==> src/rtl/game_pkg.sv <==
// Shared game-flow state encoding, used by the flow controller,
// the game core and the display blocks.
package game_pkg;

    typedef enum logic [1:0] {
        ST_IDLE  = 2'b00,
        ST_RUN   = 2'b01,
        ST_PAUSE = 2'b10,
        ST_OVER  = 2'b11
    } game_state_e;

endpackage

==> src/rtl/tick_prescaler.sv <==
// Free-running modulo-DIV counter with a registered one-cycle strobe.
// Ports: clk, rst_n (async low), en (advance), clr (sync clear), strobe.
module tick_prescaler #(
    parameter int DIV = 4
) (
    input  logic clk,
    input  logic rst_n,
    input  logic en,
    input  logic clr,
    output logic strobe
);

    localparam int W = (DIV > 1) ? $clog2(DIV) : 1;
    localparam logic [W-1:0] LAST = W'(DIV - 1);

    logic [W-1:0] cnt;
    logic         wrap;

    assign wrap = (cnt == LAST);

    // A disabled cycle holds the count, so a count parked on LAST
    // fires its strobe on the first enabled cycle that follows.
    always_ff @(posedge clk or negedge rst_n) begin
        if (!rst_n) begin
            cnt    <= '0;
            strobe <= 1'b0;
        end else if (clr) begin
            cnt    <= '0;
            strobe <= 1'b0;
        end else begin
            strobe <= en && wrap;
            if (en) begin
                cnt <= wrap ? '0 : cnt + W'(1);
            end
        end
    end

endmodule

==> src/rtl/game_flow_ctrl.sv <==
// Game-flow FSM (IDLE/RUN/PAUSE/OVER): paced game_tick strobe and a
// saturating elapsed-seconds count. Ports: clk, rst_n, start_lvl, hit,
// state, game_tick, elapsed_sec, over_flag.
// Option: GAME_FLOW_HIT_LATCH_EN turns a hit during PAUSE into OVER on resume.
module game_flow_ctrl
    import game_pkg::*;
#(
    parameter int TICK_DIV      = 1_000_000,
    parameter int TICKS_PER_SEC = 50,
    parameter int MAX_SEC       = 999
) (
    input  logic       clk,
    input  logic       rst_n,
    input  logic       start_lvl,
    input  logic       hit,
    output logic [1:0] state,
    output logic       game_tick,
    output logic [9:0] elapsed_sec,
    output logic       over_flag
);

    generate
        if (MAX_SEC < 0 || MAX_SEC > 1023) begin : g_max_sec_chk
            $error("MAX_SEC must fit in 10 bits");
        end
    endgenerate

    localparam logic [9:0] SEC_LAST = 10'(MAX_SEC);

    game_state_e state_q, state_d;
    logic        lvl_q;
    logic        armed_q;
    logic        rise, fall;
    logic        pend;
    logic        clr_game, run_en, over_d;
    logic        over_q;
    logic        sec_stb;
    logic [9:0]  elapsed_q;

    // armed_q blocks a rise on the first cycle after reset, so a level
    // already high at release needs a fresh low-to-high transition.
    always_ff @(posedge clk or negedge rst_n) begin
        if (!rst_n) begin
            lvl_q   <= 1'b0;
            armed_q <= 1'b0;
        end else begin
            lvl_q   <= start_lvl;
            armed_q <= 1'b1;
        end
    end

    assign rise = armed_q & start_lvl & ~lvl_q;
    assign fall = ~start_lvl & lvl_q;

`ifdef GAME_FLOW_HIT_LATCH_EN
    logic pend_q;

    always_ff @(posedge clk or negedge rst_n) begin
        if (!rst_n) begin
            pend_q <= 1'b0;
        end else if (state_q != ST_PAUSE || state_d != ST_PAUSE) begin
            pend_q <= 1'b0;
        end else if (hit) begin
            pend_q <= 1'b1;
        end
    end

    assign pend = pend_q | hit;
`else
    assign pend = 1'b0;
`endif

    always_ff @(posedge clk or negedge rst_n) begin
        if (!rst_n) begin
            state_q <= ST_IDLE;
        end else begin
            state_q <= state_d;
        end
    end

    always_comb begin
        state_d = state_q;
        unique case (state_q)
            ST_IDLE: begin
                if (rise) state_d = ST_RUN;
            end
            ST_RUN: begin
                if (hit)       state_d = ST_OVER;
                else if (fall) state_d = ST_PAUSE;
            end
            ST_PAUSE: begin
                if (rise) state_d = pend ? ST_OVER : ST_RUN;
            end
            ST_OVER: begin
                if (rise) state_d = ST_RUN;
            end
            default: state_d = ST_IDLE;
        endcase
    end

    // Counters advance on cycles whose next state is RUN: leaving RUN
    // parks the prescaler, and re-entering lets a parked tick fire at once.
    always_comb begin
        run_en   = (state_d == ST_RUN);
        over_d   = (state_d == ST_OVER);
        clr_game = run_en &&
                   (state_q == ST_IDLE || state_q == ST_OVER);
    end

    always_ff @(posedge clk or negedge rst_n) begin
        if (!rst_n) begin
            over_q <= 1'b0;
        end else begin
            over_q <= over_d;
        end
    end

    tick_prescaler #(.DIV(TICK_DIV)) u_tick_pre (
        .clk    (clk),
        .rst_n  (rst_n),
        .en     (run_en),
        .clr    (clr_game),
        .strobe (game_tick)
    );

    tick_prescaler #(.DIV(TICKS_PER_SEC)) u_sec_pre (
        .clk    (clk),
        .rst_n  (rst_n),
        .en     (game_tick),
        .clr    (clr_game),
        .strobe (sec_stb)
    );

    always_ff @(posedge clk or negedge rst_n) begin
        if (!rst_n) begin
            elapsed_q <= '0;
        end else if (clr_game) begin
            elapsed_q <= '0;
        end else if (sec_stb && elapsed_q != SEC_LAST) begin
            elapsed_q <= elapsed_q + 10'd1;
        end
    end

    assign state       = state_q;
    assign elapsed_sec = elapsed_q;
    assign over_flag   = over_q;

endmodule

==> config.mk <==
export PLATFORM = sky130hd
export DESIGN_NAME = game_flow_ctrl
export DESIGN_NICKNAME = d
export VERILOG_FILES = /design/src/rtl/game_pkg.sv /design/src/rtl/tick_prescaler.sv /design/src/rtl/game_flow_ctrl.sv
export SDC_FILE = /design/constraint.sdc
export NUM_CORES = 1
export LEC_CHECK = 0
export ABC_AREA = 1
export CORE_UTILIZATION = 60
export DETAILED_ROUTE_END_ITERATION = 8
export HOLD_SLACK_MARGIN = 0.15
export PLACE_DENSITY = 0.81
export SETUP_SLACK_MARGIN = 0.05
export SYNTH_ARGS = -nofsm -noshare
export SYNTH_HDL_FRONTEND = slang
export SYNTH_HIERARCHICAL = 1
export SYNTH_SLANG_ARGS = --single-unit
export TNS_END_PERCENT = 100
==> constraint.sdc <==
create_clock -name clk -period 4.3 [get_ports clk]
set_input_delay 0.43 -clock clk [delete_from_list [all_inputs] [get_ports clk]]
set_output_delay 0.43 -clock clk [all_outputs]
set_load 0.01 [all_outputs]
==> impl_results.md <==
- Dpl hpwl: roughly 3.8 mm
- Clock buffer depth: 2
- Seq/Total Area, Yosys: a little over two fifths
- Vias: approximately 2,200
- Pwr dens: ~400 mW/mm^2
- Crit Path Max Fanout: 14
- Placed cell count: slightly above 400
- Worst Setup End Kind: flip-flop
- Ys flop type: dfrtp_1
- Clk_lat worst skew: slightly below 300 ps
- Routed WL: between 5 and 6 mm
- Final setup viols: 0
- Num rows: 23
- Synthesized area: about 0.0026 mm^2
- Clk Tree Root Cell: clkbuf_8
- Outcome: finished clean
- Count of cell types in the netlist: 28
- Post-synth top cells: nand2_1, nor2_1, inv_1
- Starting Density: between 60% and 70%
- Total die area: around 0.0046 mm^2
- Worst slew pin tran: between 900 and 1000 ps
- Max-slew headroom: 37.4%
- CP Launch Type: flip-flop
- Leakage: around 1.4 nW
- DP Worst Slack: roughly 1500 ps
- Die height: 67.5 um
- Share of the synthesized area in the top cell type: a little over two fifths
- Final net count: about 380
- Most common cell in the netlist: nand2_1
- Overall routing resource usage: a little over a quarter
- Area of the core: approximately 0.0041 mm^2
- Post-synthesis net count: between 300 and 400
- I/O pin count: 18
- VDD IR max: roughly 320 uV
- Resize count post-CTS: 0
- Largest net degree at the start of global routing: between 40 and 50
- Drt first pass iters: 4
- Remaining Overflow, GRT: 0
- Asr flop ratio synth: between 90% and 100%
- Clock sink count: 43
- Req. time, crit path: between 4000 and 5000 ps
- Final slew viol count: 0
- First-pass GRT wire length: just over 9 mm
- Total negative setup slack: 0 ps
- Setup Skew: 9.11 ps
- Drt drc: 0
- Worst Slack Setup Final: about 1800 ps
- Fin crit share: approximately 58%
- FMAX: 401 MHz
- Layout cells sized above 1: between 10% and 20%
- Worst-path clk slew: 80 ps
- Synthesis-stage register bit count: 43
- Post-CTS Setup Bufs: 0
- # H-tree levels: 2
- Gate Count Post-Synth: between 300 and 400
- Hold Buf Count CTS: 0
- Yosys warning count: 6
- Final Non-Filler Cells: between 400 and 500
- Vias in the first global route: between 2,000 and 2,500
- Vias per Instance: 5.35
- Post-synth EDFFs: 0
- Top cells by area, synth: dfrtp_1, nand2_1, nor2_1
- Post-layout util: between 70% and 80%
- Worst EP arrival: between 2000 and 3000 ps
- Initial antenna violation count: 0
- Routed len/inst: roughly 12 um
- Chip width: 67.5 um
- Synth area leader: dfrtp_1
- TritonCTS clock tree: built
- Final hold violations: 0
- Post-layout min period: 2490 ps
- Total power: about 1.1 mW
- Layout Area Growth over Synthesis: 11.1%
- Syn_area_per_cell: ~7.5 um^2
- Worst hold path type: in -> async
- Antenna violation net count after detailed routing: 0
- Unrepaired setup endpoints after global routing: no
- Gpl congestion: approximately 0.9
- DRT iter0 DRCs: 179
- Antenna Cells: 0
- IO buf count: 17
- CTS buffer count: 5
- Max Cap Violations: 0
- CP Class: reg -> reg
kinds of logic (layout without fill, tap and decap cells):
group                    after synthesis  in the layout  share of synthesized area (%)
flip-flops                            43             43                           41.8
AND/OR/NAND/NOR                      210            210                           38.2
AO/OA/AOI/OAI                         24             24                           5.29
buffers and inverters                 50             73                           8.06
other                                  1              1                          0.146
XOR/XNOR                              12             12                           4.08
adder cells (fa/ha/maj)                5              5                           2.43
cell usage in the layout, fill, tap and decap left out, types with 2 or more instances in the layout:
| master | Yosys | layout |
|---|---|---|
| nor2_1 | 54 | 54 |
| clkbuf_8 | 0 | 5 |
| nand2_2 | 10 | 10 |
| nor2_2 | 3 | 3 |
| nand2_1 | 81 | 81 |
| o21ai_1 | 2 | 2 |
| o21ai_0 | 2 | 2 |
| xor2_1 | 11 | 11 |
| nand3_2 | 4 | 4 |
| clkdlybuf4s50_1 | 0 | 16 |
| nand3b_1 | 3 | 3 |
| nor3_2 | 2 | 2 |
| inv_2 | 2 | 2 |
| dfrtp_1 | 43 | 43 |
| ha_1 | 5 | 5 |
| nand3_1 | 30 | 30 |
| clkbuf_1 | 0 | 2 |
| a21oi_1 | 14 | 14 |
| nor2_4 | 5 | 5 |
| inv_1 | 44 | 44 |
| o21bai_1 | 3 | 3 |
| inv_4 | 2 | 2 |
| nor3_1 | 8 | 8 |
| nand4_1 | 9 | 9 |
final timing paths:
path / cells after the start / start / end / slack [ps]
setup / recovery: 12 / state[0] / u_tick_pre/cnt[4] / 1810
hold / removal: 1 / rst_n / elapsed_sec[7] / 270
setup reg to reg: 12 / state[0] / u_tick_pre/cnt[4] / 1810
hold reg to reg: 2 / u_tick_pre/cnt[1] / u_tick_pre/cnt[1] / 560
max in group asynchronous: 1 / rst_n / u_tick_pre/cnt[14] / 3430
min in group clk: 2 / u_tick_pre/cnt[1] / u_tick_pre/cnt[1] / 560
final cells by class:
cell class / count / area (um^2)
clock buffer: 7 / 76.3
clock inverter: 1 / 5.00
fill: 329 / 1190
inverter: 48 / 185
multi-input combinational: 252 / 1290
sequential: 43 / 1080
tap: 50 / 62.6
timing repair buffer: 17 / 165
worst max-delay path, cell delays in order, from the launching register on:
cell,delay [ps]
dfrtp_1,430
ha_1,260
nand2_1,80
inv_1,50
nor2_1,140
nand3_2,120
nand3_2,240
inv_1,230
nor2_4,290
inv_2,120
nand2_1,150
xor2_1,180
nor2_1,70
where the power goes:
| part | switching (mW) | internal (mW) | leakage [nW] |
|---|---|---|---|
| sequential | 0.0286 | 0.440 | 0.582 |
| combinational | 0.309 | 0.128 | 0.732 |
| clock | 0.129 | 0.114 | 0.0422 |
registers in the layout, summed over array words and instances, names as in the netlist:
| register | count |
|---|---|
| over_flag | 1 |
| u_sec_pre/strobe | 1 |
| armed_q | 1 |
| elapsed_sec | 10 |
| u_tick_pre/cnt | 20 |
| lvl_q | 1 |
| u_tick_pre/strobe | 1 |
| u_sec_pre/cnt | 6 |
| state | 2 |
through the flow:
| step | area, um^2 | hold slack (ps) |
|---|---|---|
| floorplan | 2580 | 134 |
| global placement | 2780 | 503 |
| detailed placement | 2780 | 518 |
| CTS | 2860 | 308 |
| global route | 2860 | 370 |
| finish | 2860 | 271 |
per-layer routing:
metal | global-route usage [%] | vias up | wire length [um]
met4 | 10.1 | 0 | 110
met1 | 33.8 | 1042 | 2360
met3 | 4.39 | 13 | 185
met2 | 45.7 | 43 | 2570
li1 | - | 1137 | -
met5 | 0 | - | 0
Power figures use the tool's default switching activity.
